**src/rtl/trng_hc.sv**
```systemverilog
// trng_hc: von Neumann debiased, repetition-count checked TRNG word source with a FWFT FIFO.
// Define TRNG_APT_EN to add the adaptive proportion health test (APT_WIN / APT_CUTOFF).
module trng_hc #(
  parameter int OUT_W       = 8,
  parameter int FIFO_DEPTH  = 4,
  parameter int WARMUP_BITS = 64,
  parameter int RCT_CUTOFF  = 32,
  parameter int APT_WIN     = 64,
  parameter int APT_CUTOFF  = 48
) (
  input  logic                          clk,
  input  logic                          n_reset,
  input  logic                          en,
  input  logic                          raw_bit,
  input  logic                          raw_valid,
  input  logic                          fault_clr,
  output logic [OUT_W-1:0]              rnd_data,
  output logic                          rnd_valid,
  input  logic                          rnd_ready,
  output logic                          healthy,
  output logic                          fault,
  output logic [$clog2(FIFO_DEPTH):0]   fifo_level
);

  localparam int AW = $clog2(FIFO_DEPTH);
  localparam int BW = $clog2(OUT_W);
  localparam int WW = $clog2(WARMUP_BITS + 1);
  localparam int RW = $clog2(RCT_CUTOFF + 1);

  localparam logic [RW-1:0] RUN_ONE    = RW'(1);
  localparam logic [RW-1:0] RUN_MAX    = RW'(RCT_CUTOFF);
  localparam logic [WW-1:0] WCNT_ONE   = WW'(1);
  localparam logic [WW-1:0] WCNT_LAST  = WW'(WARMUP_BITS - 1);
  localparam logic [BW-1:0] BCNT_ONE   = BW'(1);
  localparam logic [BW-1:0] BCNT_LAST  = BW'(OUT_W - 1);
  localparam logic [AW-1:0] PTR_ONE    = AW'(1);
  localparam logic [AW:0]   LVL_ONE    = (AW + 1)'(1);
  localparam logic [AW:0]   LVL_FULL   = (AW + 1)'(FIFO_DEPTH);

  typedef enum logic [1:0] {
    ST_WARMUP = 2'd0,
    ST_RUN    = 2'd1,
    ST_FAULT  = 2'd2
  } state_e;

  state_e             state_q, state_d;
  logic               have_a_q, have_a_d;
  logic               a_q, a_d;
  logic               prev_q, prev_d;
  logic [RW-1:0]      run_q, run_d;
  logic [WW-1:0]      wcnt_q, wcnt_d;
  logic [BW-1:0]      bcnt_q, bcnt_d;
  logic [OUT_W-1:0]   word_q, word_d, word_s;
  logic [OUT_W-1:0]   mem_q [FIFO_DEPTH];
  logic [OUT_W-1:0]   mem_d [FIFO_DEPTH];
  logic [AW-1:0]      wptr_q, wptr_d, rptr_q, rptr_d;
  logic [AW:0]        level_q, level_d;
  logic               acc_s, db_valid_s, rct_trip_s, apt_trip_s;
  logic               push_s, push_ok_s, pop_s, full_s;

  assign acc_s      = en & raw_valid & (state_q != ST_FAULT);
  assign db_valid_s = acc_s & have_a_q & (a_q != raw_bit);
  assign healthy    = (state_q == ST_RUN);
  assign fault      = (state_q == ST_FAULT);
  assign fifo_level = level_q;
  assign rnd_valid  = healthy & (level_q != {(AW + 1){1'b0}});
  assign rnd_data   = rnd_valid ? mem_q[rptr_q] : {OUT_W{1'b0}};
  assign pop_s      = rnd_valid & rnd_ready;
  assign full_s     = (level_q == LVL_FULL);

  // Repetition count: a run restarts at 1 on a new value or after being cleared.
  always_comb begin
    prev_d     = prev_q;
    run_d      = run_q;
    rct_trip_s = 1'b0;
    if (acc_s) begin
      prev_d = raw_bit;
      if ((run_q == {RW{1'b0}}) || (raw_bit != prev_q)) begin
        run_d = RUN_ONE;
      end else begin
        run_d = run_q + RUN_ONE;
      end
      rct_trip_s = (run_d == RUN_MAX);
    end else begin
      rct_trip_s = 1'b0;
    end
  end

`ifdef TRNG_APT_EN
  localparam int CW = $clog2(APT_WIN + 1);
  localparam logic [CW-1:0] APT_ONE  = CW'(1);
  localparam logic [CW-1:0] APT_MAX  = CW'(APT_CUTOFF);
  localparam logic [CW-1:0] APT_LAST = CW'(APT_WIN - 1);

  logic          apt_ref_q, apt_ref_d;
  logic [CW-1:0] apt_idx_q, apt_idx_d, apt_cnt_q, apt_cnt_d;

  // Adaptive proportion: the window's first bit is the reference and counts itself.
  always_comb begin
    apt_ref_d  = apt_ref_q;
    apt_idx_d  = apt_idx_q;
    apt_cnt_d  = apt_cnt_q;
    apt_trip_s = 1'b0;
    if (acc_s) begin
      if (apt_idx_q == {CW{1'b0}}) begin
        apt_ref_d = raw_bit;
        apt_cnt_d = APT_ONE;
      end else if (raw_bit == apt_ref_q) begin
        apt_cnt_d = apt_cnt_q + APT_ONE;
      end else begin
        apt_cnt_d = apt_cnt_q;
      end
      apt_trip_s = (apt_cnt_d == APT_MAX);
      apt_idx_d  = (apt_idx_q == APT_LAST) ? {CW{1'b0}} : (apt_idx_q + APT_ONE);
    end else begin
      apt_trip_s = 1'b0;
    end
    if (rct_trip_s || apt_trip_s || ((state_q == ST_RUN) && !en) ||
        ((state_q == ST_FAULT) && fault_clr)) begin
      apt_idx_d = {CW{1'b0}};
      apt_cnt_d = {CW{1'b0}};
    end else begin
      apt_idx_d = apt_idx_d;
    end
  end

  always_ff @(posedge clk or negedge n_reset) begin
    if (!n_reset) begin
      apt_ref_q <= 1'b0;
      apt_idx_q <= {CW{1'b0}};
      apt_cnt_q <= {CW{1'b0}};
    end else begin
      apt_ref_q <= apt_ref_d;
      apt_idx_q <= apt_idx_d;
      apt_cnt_q <= apt_cnt_d;
    end
  end
`else
  assign apt_trip_s = (APT_WIN < 32'sd0) || (APT_CUTOFF < 32'sd0);
`endif

  // Pairing, warm-up / word assembly, FIFO bookkeeping and fault handling.
  always_comb begin
    state_d   = state_q;
    have_a_d  = have_a_q;
    a_d       = a_q;
    wcnt_d    = wcnt_q;
    bcnt_d    = bcnt_q;
    word_d    = word_q;
    word_s    = word_q;
    wptr_d    = wptr_q;
    rptr_d    = rptr_q;
    level_d   = level_q;
    mem_d     = mem_q;
    push_s    = 1'b0;
    push_ok_s = 1'b0;

    if (acc_s) begin
      have_a_d = ~have_a_q;
      a_d      = raw_bit;
    end else begin
      have_a_d = have_a_q;
    end

    case (state_q)
      ST_WARMUP: begin
        if (!en) begin
          wcnt_d = {WW{1'b0}};
        end else if (db_valid_s) begin
          if (wcnt_q == WCNT_LAST) begin
            state_d = ST_RUN;
            wcnt_d  = {WW{1'b0}};
          end else begin
            wcnt_d = wcnt_q + WCNT_ONE;
          end
        end else begin
          wcnt_d = wcnt_q;
        end
      end
      ST_RUN: begin
        if (!en) begin
          state_d = ST_WARMUP;
          bcnt_d  = {BW{1'b0}};
          word_d  = {OUT_W{1'b0}};
        end else if (db_valid_s) begin
          word_s[bcnt_q] = a_q;
          if (bcnt_q == BCNT_LAST) begin
            push_s = 1'b1;
            bcnt_d = {BW{1'b0}};
            word_d = {OUT_W{1'b0}};
          end else begin
            bcnt_d = bcnt_q + BCNT_ONE;
            word_d = word_s;
          end
        end else begin
          word_d = word_q;
        end
      end
      ST_FAULT: begin
        if (fault_clr) begin
          state_d = ST_WARMUP;
        end else begin
          state_d = ST_FAULT;
        end
      end
      default: begin
        state_d = ST_WARMUP;
      end
    endcase

    push_ok_s = push_s & (~full_s | pop_s);
    if (push_ok_s) begin
      mem_d[wptr_q] = word_s;
      wptr_d        = wptr_q + PTR_ONE;
    end else begin
      wptr_d = wptr_q;
    end
    if (pop_s) begin
      rptr_d = rptr_q + PTR_ONE;
    end else begin
      rptr_d = rptr_q;
    end
    case ({push_ok_s, pop_s})
      2'b10:   level_d = level_q + LVL_ONE;
      2'b01:   level_d = level_q - LVL_ONE;
      default: level_d = level_q;
    endcase

    // A trip overrides everything, including a word completing on the same edge.
    if (rct_trip_s || apt_trip_s) begin
      state_d  = ST_FAULT;
      have_a_d = 1'b0;
      wcnt_d   = {WW{1'b0}};
      bcnt_d   = {BW{1'b0}};
      word_d   = {OUT_W{1'b0}};
      wptr_d   = {AW{1'b0}};
      rptr_d   = {AW{1'b0}};
      level_d  = {(AW + 1){1'b0}};
    end else begin
      level_d = level_d;
    end
    if (!en) begin
      have_a_d = 1'b0;
    end else begin
      have_a_d = have_a_d;
    end
  end

  always_ff @(posedge clk or negedge n_reset) begin
    if (!n_reset) begin
      state_q  <= ST_WARMUP;
      have_a_q <= 1'b0;
      a_q      <= 1'b0;
      prev_q   <= 1'b0;
      run_q    <= {RW{1'b0}};
      wcnt_q   <= {WW{1'b0}};
      bcnt_q   <= {BW{1'b0}};
      word_q   <= {OUT_W{1'b0}};
      wptr_q   <= {AW{1'b0}};
      rptr_q   <= {AW{1'b0}};
      level_q  <= {(AW + 1){1'b0}};
      for (int i = 0; i < FIFO_DEPTH; i++) begin
        mem_q[i] <= {OUT_W{1'b0}};
      end
    end else begin
      state_q  <= state_d;
      have_a_q <= have_a_d;
      a_q      <= a_d;
      prev_q   <= prev_d;
      run_q    <= (rct_trip_s || apt_trip_s) ? {RW{1'b0}} : run_d;
      wcnt_q   <= wcnt_d;
      bcnt_q   <= bcnt_d;
      word_q   <= word_d;
      wptr_q   <= wptr_d;
      rptr_q   <= rptr_d;
      level_q  <= level_d;
      mem_q    <= mem_d;
    end
  end

endmodule

```
**config.mk**
```make
export PLATFORM = sky130hd
export DESIGN_NAME = trng_hc
export DESIGN_NICKNAME = d
export VERILOG_FILES = /design/src/rtl/trng_hc.sv
export SDC_FILE = /design/constraint.sdc
export NUM_CORES = 1
export LEC_CHECK = 0
export ABC_AREA = 1
export BUFFER_PORTS_ARGS = -buffer_cell sky130_fd_sc_hd__buf_2
export CORE_MARGIN = 10
export CORE_UTILIZATION = 60
export CTS_BUF_LIST = sky130_fd_sc_hd__clkbuf_8
export CTS_CLUSTER_SIZE = 8
export DETAILED_ROUTE_END_ITERATION = 7
export HOLD_SLACK_MARGIN = 0.05
export PLACE_DENSITY_LB_ADDON = 0.3
export SYNTH_ARGS = -nofsm -noshare
export SYNTH_HDL_FRONTEND = slang
export SYNTH_SLANG_ARGS = --single-unit
export TNS_END_PERCENT = 30
```
**constraint.sdc**
```tcl
create_clock -name clk -period 5.44 [get_ports clk]
set_clock_uncertainty 0.2 [all_clocks]
set_input_delay 0.272 -clock clk [delete_from_list [all_inputs] [get_ports clk]]
set_output_delay 0.272 -clock clk [all_outputs]
set_load 0.02 [all_outputs]
```
Word level (Yosys, flattened, before mapping)
Index checks and enable logic that the tools add are counted.
{ "totals": {"register_bits": 67, "rom_bits": 0, "ramBits": 0, "latch_bits": 0, "in_bits": 7, "memories": 0, "out_inout_bits": 14, "wordCells": 123} }
{ "classes": {"mul": 0, "n_div": 0, "n_mux": 53, "n_addsub": 7, "order_cmp": 5, "bitwise_logic": 12, "n_eq_ne": 17, "reduce_logical": 15, "shifts": 0} }
{ "ops": {"columns": ["operator", "count"], "rows": [
  ["$mux 8", 12],
  ["$mux 7", 5],
  ["$bwmux 32", 1],
  ["$mux 6", 4],
  ["$mux 2", 10],
  ["$mux 3", 6],
  ["$bmux 8 s2", 1],
  ["$demux 8 s2", 1],
  ["$reduce_bool 2->1", 5],
  ["$mux 1", 9],
  ["$ne 3x3->1 const B", 3],
  ["$bwmux 8", 1],
  ["$add 7x1->7 const B", 1],
  ["$and 1x1->1", 7],
  ["$eq 7x6->1 const B", 1],
  ["$add 3x1->3 const B", 2],
  ["$add 6x1->6 const B", 1],
  ["$eq 3x3->1 const B", 2],
  ["$eq 6x6->1 const B", 1],
  ["$ge 3x3->1 const B", 2],
  ["$logic_not 6->1", 1],
  ["$ne 3x1->1 const B", 2],
  ["$not 2->3", 2],
  ["$pmux 2 s3", 1],
  ["other kinds (20)", 28]
]} }

Logic depth before layout (Yosys ltp)
{ "depth": {"ltp_word": 11, "depth_mapped": 15, "mapped_depth_nobuf": 15} }

Worst setup path before layout
Ideal clock, no wire load.
{ "synth_timing": {"kind": "reg2reg", "from": "reg bcnt_q[1]", "to": "reg level_q[2] (netlist: fifo_level[2])", "t_required_ps": 5122, "arrival_time_ps": 1885, "synth_period_minus_slack_ps": 2204, "n_path_buf": 0, "setup_ps": 118, "path_stages_with_launch": 13, "slack_ps": 3236, "path_cell_list": "dfrtp_1 > ha_1 > ha_1 > nand2_1 > nor2_2 > inv_1 > nand2_1 > inv_1 > fa_1 > xnor2_1 > nand2_1 > nand3_1 > nand2_1"} }
{ "synth_via": {"elab_chain_len": 9, "elab_cells_between_ends": 11, "cone_classes": "eq/ne (3); mux (6); bitwise (1); reduce/logical (1)"} }
{ "synth_rtl": {"columns": ["element", "line_no", "rtl"], "rows": [
  ["from (decl)", "52", "logic [BW-1:0] bcnt_q, bcnt_d;"],
  ["from (signal assigned)", "257", "bcnt_q <= {BW{1'b0}};"],
  ["from (signal assigned)", "272", "bcnt_q <= bcnt_d;"],
  ["$eq 3x3->1 *", "187", "if (bcnt_q == BCNT_LAST) begin"],
  ["$mux 1 *", "187", null],
  ["$mux 1 *", "185", "end else if (db_valid_s) begin"],
  ["$mux 1 *", "181", "if (!en) begin"],
  ["$mux 1 *", "165", "case (state_q)"],
  ["$and 1x1->1 *", "211", "push_ok_s = push_s & (~full_s | pop_s);"],
  ["$eq 2x1->1 or $eq 2x2->1 (tied branches)", "223", "case ({push_ok_s, pop_s})"],
  ["$pmux 3 s2", "223", null],
  ["$mux 3", "230", "if (rct_trip_s || apt_trip_s) begin"],
  ["to (signal assigned)", "261", "level_q <= {(AW + 1){1'b0}};"],
  ["to (signal assigned)", "276", "level_q <= level_d;"],
  ["to (decl)", "57", "logic [AW:0] level_q, level_d;"]
]} }
Mark *: on every way between the ends. The rest lies on a longest branch, timed or not.
A chain may end at the register's enable or synchronous reset.

Worst setup path after layout
{ "layout_timing": {"from": "in raw_bit", "to": "reg word_q[4]"} }
{ "layout_via": {"elab_chain_len": 8, "elab_cells_between_ends": 12, "cone_classes": "eq/ne (4); mux (4); bitwise (1); reduce/logical (3)"} }
{ "layout_rtl": {"columns": ["element", "line_no", "rtl"], "rows": [
  ["from (decl)", "14", "input logic raw_bit,"],
  ["$ne 1x1->1", "78", "if ((run_q == {RW{1'b0}}) || (raw_bit != prev_q)) begin"],
  ["$logic_or 1x1->1", "78", null],
  ["$mux 6", "78", null],
  ["$mux 6", "76", "if (acc_s) begin"],
  ["$eq 6x6->1", "83", "rct_trip_s = (run_d == RUN_MAX);"],
  ["$mux 1", "76", null],
  ["$ne 3x1->1 (no line) or $reduce_bool 2->1 (tied branches)", null, null],
  ["$reduce_and 2->1 (no line)", null, null],
  ["to (signal assigned)", "258", "word_q <= {OUT_W{1'b0}};"],
  ["to (signal assigned)", "273", "word_q <= word_d;"],
  ["to (decl)", "53", "logic [OUT_W-1:0] word_q, word_d, word_s;"]
]} }
Several ways; a longest one is shown, not always the timed one. The select of a mux whose other input is x is not followed.

==> out/qor.txt <==
Status: complete, no violations
Antenna fix cells: 0
CP Cell Sequence: dlygate4sd3_1 -> buf_2 -> xnor2_1 -> nand2_1 -> a21oi_2 -> nand3_2 -> o21ai_2 -> nand3_1 -> nand2_1
Mapped Cells: 527
Crit Path Class: primary input to flip-flop
Area Growth Syn to Fin: 9.56%
Number of distinct library cells after synthesis: 35
CP Capture Type: flip-flop
Vias: 3479
Comb power frac: 36.1%
Sequential-to-total area share from yosys stat: 43.4%
Die ar.: 10000 um^2
Core area: 6310 um^2
YS warnings: 0
CTS Root Cell: clkbuf_8
Final hold vios: 0
Final period util: 53.9%
DR iter-0 viols: 259
Pint: 0.00105 W
CP max FO: 45
Final TNS setup: 0 ns
Max incr delay on CP: 0.68 ns
Worst Tran Pin Value: 0.863 ns
Arrival time at the worst endpoint: 3.00 ns
Global Route Usage Sum: 17.7%
Post-Place Cells: 608
Non-Filler Instances: 628
Detailed Route WL: 8530 um
CTS H-tree lvls: 3
I/O pin total: 21
Post-layout min period: 2.93 ns
Top cells by count, synth: nand2_1 (170), nor2_1 (71), dfrtp_1 (67)
Mapped Area: 3860 um^2
Reg power frac: 39.6%
Setup bufs post-CTS: 0
Slowest cell on crit path: nand3_2
Clock network power share: 24.3%
Hold Crit Class: primary input to flip-flop
Post-synth EDFFs: 0
Worst VDD drop: 246 uV
Row cnt: 29
Pwr Total: 0.00175 W
Fmax: 341 MHz
Post-layout util: 67.0%
DR WL/cell: 13.6 um
Seq cells post-synth: 67
Die H: 100 um
Area leader, netlist: dfrtp_1
Nets: 563
Startpoint types: primary input
RePlAce Congestion: 0.903
CTS sink count: 67
Worst-Skew Late Latency: 0.34 ns
RSZ-0062 raised after global routing: no
Synth area leaders: dfrtp_1 (43%), nand2_1 (17%), nor2_1 (6.9%)
Asr flop ratio synth: 100%
Average vias per placed instance: 5.54
Top-count cell post-synth: nand2_1
First-pass GRT wire length: 15100 um
FILL cells: 544
Sw Share: 40.4%
WP data required: 5.51 ns
Initial Util: 61.2%
Total global routing overflow: 0
Initial antenna violation count: 0
CTS tree: built
CTS clock-pin slew for the worst setup and hold paths: 0.07 ns
Syn Area/Cell: 7.33 um^2
Post-DRT Antenna Nets: 0
I/O Buffers: 20
Leakage: 2.31 nW
Slew margin rel.: 42.5%
Remaining DRCs: 0
Final max-slew violation count: 0
Max Cap Viol: 0
DP HPWL: 5770 um
CTS buffer count: 9
Vias in the first global route: 3350
P per Cell Area: 415 nW/um^2
Syn_nets: 544
Net Sw Power: 0.000710 W
Layout cells sized above 1: 10.3%
DIE WIDTH: 100 um
Post-CTS resize count: 0
Main flop type after synthesis: dfrtp_1
Top-area cell type share of the netlist area: 43.4%
Clock tree buffer depth: 2
Final setup vio count: 0
Pin count of the biggest net entering global routing: 68
DRT Pass-1 Iters: 5
Cell mode on critical path: nand2_1
==> registers in the layout, summed over array words and instances, names as in the netlist <==
name / flops
bcnt_q: 3
fifo_level: 3
have_a_q: 1
mem_q: 32
prev_q: 1
rptr_q: 2
run_q: 6
state_q: 2
wcnt_q: 7
word_q: 8
wptr_q: 2
==> timing repair <==
action	in CTS	in global routing
hold buffers	4	0
endpoints found under the setup margin	0	0
endpoints found under the hold margin	70	0
==> power by group through the flow <==
stage / clock, W / sequential (W) / combinational (W)
2_1_floorplan: 0 / 0.000658 / 0.000513
3_3_place_gp: 0 / 0.000697 / 0.000606
3_5_place_dp: 0 / 0.000702 / 0.000629
4_1_cts: 0.000436 / 0.000693 / 0.000634
5_1_grt: 0.000456 / 0.000710 / 0.000729
6_report: 0.000427 / 0.000695 / 0.000633
==> final cells by class <==
type                       count  area, um^2  area share, %
multi-input combinational    391        1910           45.1
timing repair buffer          25         148           3.49
clock buffer                  12         165           3.90
tap                           77        96.3           2.28
clock inverter                 4        41.3          0.976
sequential                    67        1680           39.6
inverter                      52         195           4.61
==> routing by layer <==
layer  wire length (um)  share of wire, %  track usage (%)  vias up
met1               3770                44             22.3     1629
met3                465               5.5             3.78        9
met5                  0                 0                0        -
li1                   -                 -                -     1733
met4                 94               1.1             6.52        0
met2               4200                49             29.1      108
==> cell families (layout without fill, tap and decap cells) <==
kind of cell / after synthesis / count (layout) / share of synthesized area (%)
buf+inv: 69 / 93 / 7.16
simple gates: 300 / 300 / 33.1
xor+xnor: 5 / 5 / 1.13
flops: 67 / 67 / 43.4
fa+ha+maj: 10 / 10 / 3.43
compound gates: 76 / 76 / 11.8
==> cells in the final DEF, fill, tap and decap left out, types with 3 or more instances in the layout <==
cell / n
o21ai_0: 30
nor3_1: 3
inv_2: 8
nand4_1: 5
xnor2_1: 3
a21oi_1: 11
dfrtp_1: 67
nand2_4: 4
o22ai_1: 3
buf_2: 20
nand3_1: 37
nand2_1: 170
o21ai_1: 5
dlygate4sd3_1: 4
inv_1: 45
clkbuf_8: 12
ha_1: 9
o31ai_1: 8
nor2_1: 71
o211ai_1: 12
==> final timing paths <==
kind,to,slack [ns],cells past startpoint,from
max in group asynchronous,word_q[4],4.01,3,n_reset
worst min-delay path,run_q[2],0.07,4,raw_valid
worst max register to register,word_q[4],2.51,10,run_q[0]
worst min register to register,mem_q[5],0.28,2,mem_q[5]
worst max-delay path,word_q[4],2.51,9,raw_bit
min in group asynchronous,mem_q[22],0.45,3,n_reset
==> worst max-delay path, delay by kind of cell <==
family	cells	cell delay, ns
AOI/OAI and AO/OA	2	0.72
xor gates and xnor gates	1	0.31
and+or+nand+nor	4	1.02
buffers and inverters	2	0.65
==> through the flow <==
step | hold slack (ns) | setup slack [ns] | instance area [um^2]
6_report | 0.0735 | 2.51 | 4230
5_1_grt | 0.0812 | 2.15 | 4230
4_1_cts | 0.0646 | 2.55 | 4230
3_5_place_dp | 0.260 | 2.56 | 3980
3_3_place_gp | 0.256 | 2.65 | 3980
2_1_floorplan | -0.224 | 3.24 | 3860
No activity file was read; power rests on OpenSTA's default activity.
